$ cat config.mk
export PLATFORM = sky130hd
export DESIGN_NAME = xor_stream_cipher_flat
export DESIGN_NICKNAME = d
export VERILOG_FILES = /design/src/rtl/xor_stream_cipher_if.sv /design/src/rtl/xor_stream_cipher.sv /design/src/flat_wrapper.sv
export SDC_FILE = /design/constraint.sdc
export NUM_CORES = 1
export LEC_CHECK = 0
export ABC_AREA = 0
export CORE_MARGIN = 2
export CORE_UTILIZATION = 44
export DETAILED_ROUTE_END_ITERATION = 7
export PLACE_DENSITY = 0.9
export RECOVER_POWER = 50
export REMOVE_ABC_BUFFERS = 1
export SLEW_MARGIN = 15
export SYNTH_ARGS = -nofsm -noshare
export SYNTH_HDL_FRONTEND = slang
export SYNTH_SLANG_ARGS = --single-unit
$ cat constraint.sdc
create_clock -name clk -period 2.3 [get_ports clk]
set_input_delay 0.46 -clock clk [delete_from_list [all_inputs] [get_ports clk]]
set_output_delay 0.46 -clock clk [all_outputs]
set_load 0.01 [all_outputs]
$ cat src/rtl/xor_stream_cipher_if.sv
// Valid/ready stream bundle for xor_stream_cipher.
// master drives plaintext, rekey, out_ready; slave drives ciphertext.
interface xor_stream_cipher_if #(
  parameter int WIDTH = 8,
  parameter int CNT_W = 16
);
  logic             in_valid;
  logic             in_ready;
  logic [WIDTH-1:0] in_data;
  logic             in_last;
  logic             out_valid;
  logic             out_ready;
  logic [WIDTH-1:0] out_data;
  logic             out_last;
  logic             rekey;
  logic [WIDTH-1:0] seed_in;
  logic [CNT_W-1:0] beat_count;

  modport master (
    output in_valid,
    output in_data,
    output in_last,
    output out_ready,
    output rekey,
    output seed_in,
    input  in_ready,
    input  out_valid,
    input  out_data,
    input  out_last,
    input  beat_count
  );

  modport slave (
    input  in_valid,
    input  in_data,
    input  in_last,
    input  out_ready,
    input  rekey,
    input  seed_in,
    output in_ready,
    output out_valid,
    output out_data,
    output out_last,
    output beat_count
  );
endinterface

$ cat src/rtl/xor_stream_cipher.sv
// One-stage XOR stream cipher: static, combined or LFSR keystream.
// Ports: clk, rst (sync, high), bus (slave: in/out stream, rekey, count).
module xor_stream_cipher #(
  parameter int               WIDTH = 8,
  parameter int               MODE  = 0,
  parameter logic [WIDTH-1:0] KEY1  = WIDTH'(8'hAA),
  parameter logic [WIDTH-1:0] KEY2  = WIDTH'(8'hA8),
  parameter logic [WIDTH-1:0] POLY  = WIDTH'(8'hB8),
  parameter logic [WIDTH-1:0] SEED  = WIDTH'(8'h01),
  parameter int               CNT_W = 16
) (
  input logic                clk,
  input logic                rst,
  xor_stream_cipher_if.slave bus
);

  logic             out_valid_q;
  logic [WIDTH-1:0] out_data_q;
  logic             out_last_q;
  logic [CNT_W-1:0] count_q;
  logic [WIDTH-1:0] seed_q;
  logic [WIDTH-1:0] ks_q;

  logic             ready;
  logic             accept;
  logic             fire;
  logic [WIDTH-1:0] key;
  logic [WIDTH-1:0] ks_next;
  logic [WIDTH-1:0] seed_fix;

  assign ready  = !out_valid_q || bus.out_ready;
  assign accept = bus.in_valid && ready;
  assign fire   = out_valid_q && bus.out_ready;

  // Galois step, right-shift form.
  assign ks_next = {1'b0, ks_q[WIDTH-1:1]}
                 ^ (ks_q[0] ? POLY : '0);

  // A zero seed would lock the LFSR.
  assign seed_fix = (bus.seed_in == '0)
                  ? WIDTH'(1)
                  : bus.seed_in;

  always_comb begin
    key = KEY1;
    case (MODE)
      0:       key = KEY2;
      1:       key = KEY1 ^ KEY2;
      2:       key = ks_q;
      default: key = KEY1;
    endcase
  end

  always_ff @(posedge clk) begin
    if (rst) begin
      out_valid_q <= 1'b0;
      out_data_q  <= '0;
      out_last_q  <= 1'b0;
    end else if (accept) begin
      out_valid_q <= 1'b1;
      out_data_q  <= bus.in_data ^ key;
      out_last_q  <= bus.in_last;
    end else if (fire) begin
      out_valid_q <= 1'b0;
    end
  end

  always_ff @(posedge clk) begin
    if (rst) begin
      count_q <= '0;
    end else if (accept) begin
      count_q <= count_q + CNT_W'(1);
    end
  end

  // Rekey beats a same-cycle accept; that beat
  // already used the old ks above.
  always_ff @(posedge clk) begin
    if (rst) begin
      seed_q <= SEED;
      ks_q   <= SEED;
    end else if (MODE == 2) begin
      if (bus.rekey) begin
        seed_q <= seed_fix;
        ks_q   <= seed_fix;
      end else if (accept) begin
        ks_q <= bus.in_last ? seed_q : ks_next;
      end
    end
  end

  assign bus.in_ready   = ready;
  assign bus.out_valid  = out_valid_q;
  assign bus.out_data   = out_data_q;
  assign bus.out_last   = out_last_q;
  assign bus.beat_count = count_q;

endmodule
$ cat src/flat_wrapper.sv
// flat-port wrapper written by rule: the top's interface ports become plain ports
module xor_stream_cipher_flat 
#(
  parameter int               WIDTH = 8,
  parameter int               MODE  = 0,
  parameter logic [WIDTH-1:0] KEY1  = WIDTH'(8'hAA),
  parameter logic [WIDTH-1:0] KEY2  = WIDTH'(8'hA8),
  parameter logic [WIDTH-1:0] POLY  = WIDTH'(8'hB8),
  parameter logic [WIDTH-1:0] SEED  = WIDTH'(8'h01),
  parameter int               CNT_W = 16
)
  (clk, rst, bus_in_valid, bus_in_data, bus_in_last, bus_out_ready, bus_rekey, bus_seed_in, bus_in_ready, bus_out_valid, bus_out_data, bus_out_last, bus_beat_count);
  xor_stream_cipher_if #(.WIDTH(WIDTH), .CNT_W(CNT_W)) bus_i ();
  input logic clk;
  input logic rst;
  input wire logic [$bits(bus_i.in_valid)-1:0] bus_in_valid;
  input wire logic [$bits(bus_i.in_data)-1:0] bus_in_data;
  input wire logic [$bits(bus_i.in_last)-1:0] bus_in_last;
  input wire logic [$bits(bus_i.out_ready)-1:0] bus_out_ready;
  input wire logic [$bits(bus_i.rekey)-1:0] bus_rekey;
  input wire logic [$bits(bus_i.seed_in)-1:0] bus_seed_in;
  output wire logic [$bits(bus_i.in_ready)-1:0] bus_in_ready;
  output wire logic [$bits(bus_i.out_valid)-1:0] bus_out_valid;
  output wire logic [$bits(bus_i.out_data)-1:0] bus_out_data;
  output wire logic [$bits(bus_i.out_last)-1:0] bus_out_last;
  output wire logic [$bits(bus_i.beat_count)-1:0] bus_beat_count;
  assign bus_i.in_valid = bus_in_valid;
  assign bus_i.in_data = bus_in_data;
  assign bus_i.in_last = bus_in_last;
  assign bus_i.out_ready = bus_out_ready;
  assign bus_i.rekey = bus_rekey;
  assign bus_i.seed_in = bus_seed_in;
  assign bus_in_ready = bus_i.in_ready;
  assign bus_out_valid = bus_i.out_valid;
  assign bus_out_data = bus_i.out_data;
  assign bus_out_last = bus_i.out_last;
  assign bus_beat_count = bus_i.beat_count;
  xor_stream_cipher #(.WIDTH(WIDTH), .MODE(MODE), .KEY1(KEY1), .KEY2(KEY2), .POLY(POLY), .SEED(SEED), .CNT_W(CNT_W)) u_core (.clk(clk), .rst(rst), .bus(bus_i));
endmodule
==> metrics.yaml <==
status:
  status: "completed"
detailed_routing:
  wire_per_inst_um: 12.5
  viasPerCell: 5.18
  ant_nets: 0
  dr.pass1.iters: 4
  wirelength_mm: 2.47
  drtIter0Drc: 16
  num_vias: 1021
  drc: 0
power_and_ir_drop:
  p_total_mw: 0.753
  p_per_area_nw_per_um2: 490
  power.leakage_nw: 0.588
  vdd_drop_max_mv: 0.307
global_routing:
  antenna_found_initial: 0
  grt_usage_pct: 19.4
  grt_overflow_total: 0
  grt_pass1_wl_mm: 4.26
  grt_pass1_vias: 984
  grt_max_degree: 15
synthesis:
  yosysTopAreaCellShare_pct: 46.8
  synth_area_leaders: "dfxtp_1 47%, a21oi_1 7.2%, nand2_1 6.7%, xor2_1 3.9%, clkbuf_8 3.7%"
  synth_cell_types: 28
  yosysTopAreaCell: "dfxtp_1"
  yosysSeqAreaShare_pct: 46.8
  yosys_warnings: 0
  netlist_instances: 127
  synth_seq_cells: 26
  syn_area_um2: 1110
  synth.avg_cell_area_um2: 8.76
floorplanning:
  die_w_um: 54.3
  dieArea_um2: 2950
  die_h_um: 54.3
  start_util_pct: 45.7
  pin_count: 49
  core.rowCount: 18
  core_area_um2: 2430
layout:
  final_area_um2: 1540
  antenna_cells: 0
  area_growth_pct: 38.0
  drive_gt1_share_pct: 7.19
  nets: 192
  post-route-util_pct: 63.1
critical_path:
  r2r_cells: 5
  cp_max_fo: 2
  cpMaxStageDelayCell: "clkdlybuf4s50_1"
  cpPeakStageDelay_ps: 560
  crit_chain: "dlygate4sd3_1 -> nand2b_1 -> clkdlybuf4s50_1"
  required_ps: 1840
  cp_top_family: "buffers and inverters"
  worst-path-buf-inv: 2
  crit_cells: 3
  critPathLaunchType: "input port"
  worstSetupPathType: "input port to output pin"
  worstPathArrival_ps: 1650
  cp-end-kind: "output pin"
cts:
  post-cts-setup-buffers: 0
  root_buffer: "clkbuf_4"
  holdBufCountCts: 0
  clk_path_buf_depth: 2
  cts_resized: 0
  insertion_delay_ps: 310
  clkSinkCount: 26
  cts_made_buffers: 3
  cts_tree: "yes"
  h-tree-depth: 1
  clk_pin_slew_ps: 130
placed_design:
  port_buffers: 39
  dp_hpwl_mm: 1.94
  placed_area_um2: 1520
  gp_congestion: 0.749
  post-place-ws_ps: 193
sta:
  fin_skew_ps: 8.93
  slew_violations: 0
  clock.fmax_mhz: 473
  post-route-min-period_ps: 2110
  rsz0062_at_grt: "false"
  worst_slack_ps: 187
  fin_tns_setup_ps: 0
  period_share_pct: 91.9
  worstMarginPinSlew_ps: 516
  finalSetupViolations: 0
  maxSlewHeadroom_pct: 65.6
  finalHoldViolations: 0
job:
  cap_violations: 0
worst_hold_path:
  hold_path_class: "flip-flop to flip-flop"
  hold_depth: 2
cell families after synthesis:
family / after synthesis / share of synthesized area [%]
xor gates and xnor gates: 6 / 4.72
buffers and inverters: 11 / 6.52
and+or+nand+nor: 55 / 26.3
AOI/OAI and AO/OA: 27 / 13.5
adders and majority gates: 1 / 1.12
muxes: 1 / 1.01
DFF: 26 / 46.8
routing by layer:
metal  track usage [%]  routed length [um]  vias to the layer above
li1                  -                   -                      520
met1              23.7                1090                      461
met2              31.7                1150                       36
met3              6.56                 204                        4
met4              7.08                  29                        0
met5                 0                   0                        -
worst min-delay path, cell delays in order (launching register included):
cell and delay, ps:
dfxtp_1 330, nand2_1 50, a21oi_1 60
metrics by stage:
stage	hold slack [ps]	std cells
global placement	442	194
CTS	472	197
global route	499	197
detailed placement	452	194
finish	466	197
floorplan	474	120
cells in the mapped netlist:
master and n:
dfxtp_1 26, nand2_1 20, a21oi_1 16, nor2_1 10, o21ai_0 5, or3_1 5
xor2_1 5, inv_1 4, nand4_1 4, a211oi_1 3, clkbuf_1 3, clkbuf_8 3
o31ai_1 3, or4_1 3, and2_2 2, and3_1 2, nand3_1 2, and2_1 1
and3_2 1, and4_4 1, buf_2 1, ha_1 1, mux2_2 1, nand2b_1 1
nand4_4 1, nor2b_1 1, nor3_1 1, xnor2_1 1
where the power goes:
group,total [mW],internal (mW),switching (mW)
combinational,0.0979,0.0535,0.0444
clock,0.180,0.0612,0.119
sequential,0.475,0.465,0.00960
total,0.753,0.580,0.173
worst paths after layout:
path	slack, ps	to	startpoint
worst max-delay path	190	bus_in_ready	bus_out_ready
worst min-delay path	470	u_core.bus.out_data[4]	u_core.bus.out_data[4]
worst max register to register	610	u_core.bus.beat_count[12]	u_core.bus.out_valid
worst min register to register	470	u_core.bus.out_data[4]	u_core.bus.out_data[4]
layout make-up:
class / instances / area, um2
clock buffer: 3 / 22.5
fill: 217 / 897
inverter: 4 / 15.0
multi-input combinational: 90 / 519
sequential: 26 / 520
tap: 30 / 37.5
timing repair buffer: 44 / 420
layout by cell type, fill, tap and decap left out, types with 2 or more instances in the layout:
master	synthesis	routed
a211oi_1	3	3
a21oi_1	16	16
and2_2	2	2
and3_1	2	2
buf_4	0	3
clkbuf_1	3	2
clkbuf_4	0	3
clkdlybuf4s50_1	0	24
dfxtp_1	26	26
dlygate4sd3_1	0	15
inv_1	4	4
nand2_1	20	20
nand3_1	2	2
nand4_1	4	4
nor2_1	10	10
o21ai_0	5	5
o31ai_1	3	3
or3_1	5	5
or4_1	3	3
xor2_1	5	5
sequential cells by signal, summed over array words and instances, names as in the netlist:
name,cells
u_core.bus.beat_count,16
u_core.bus.out_data,8
u_core.bus.out_last,1
u_core.bus.out_valid,1
(Power assumes the default switching activity.)
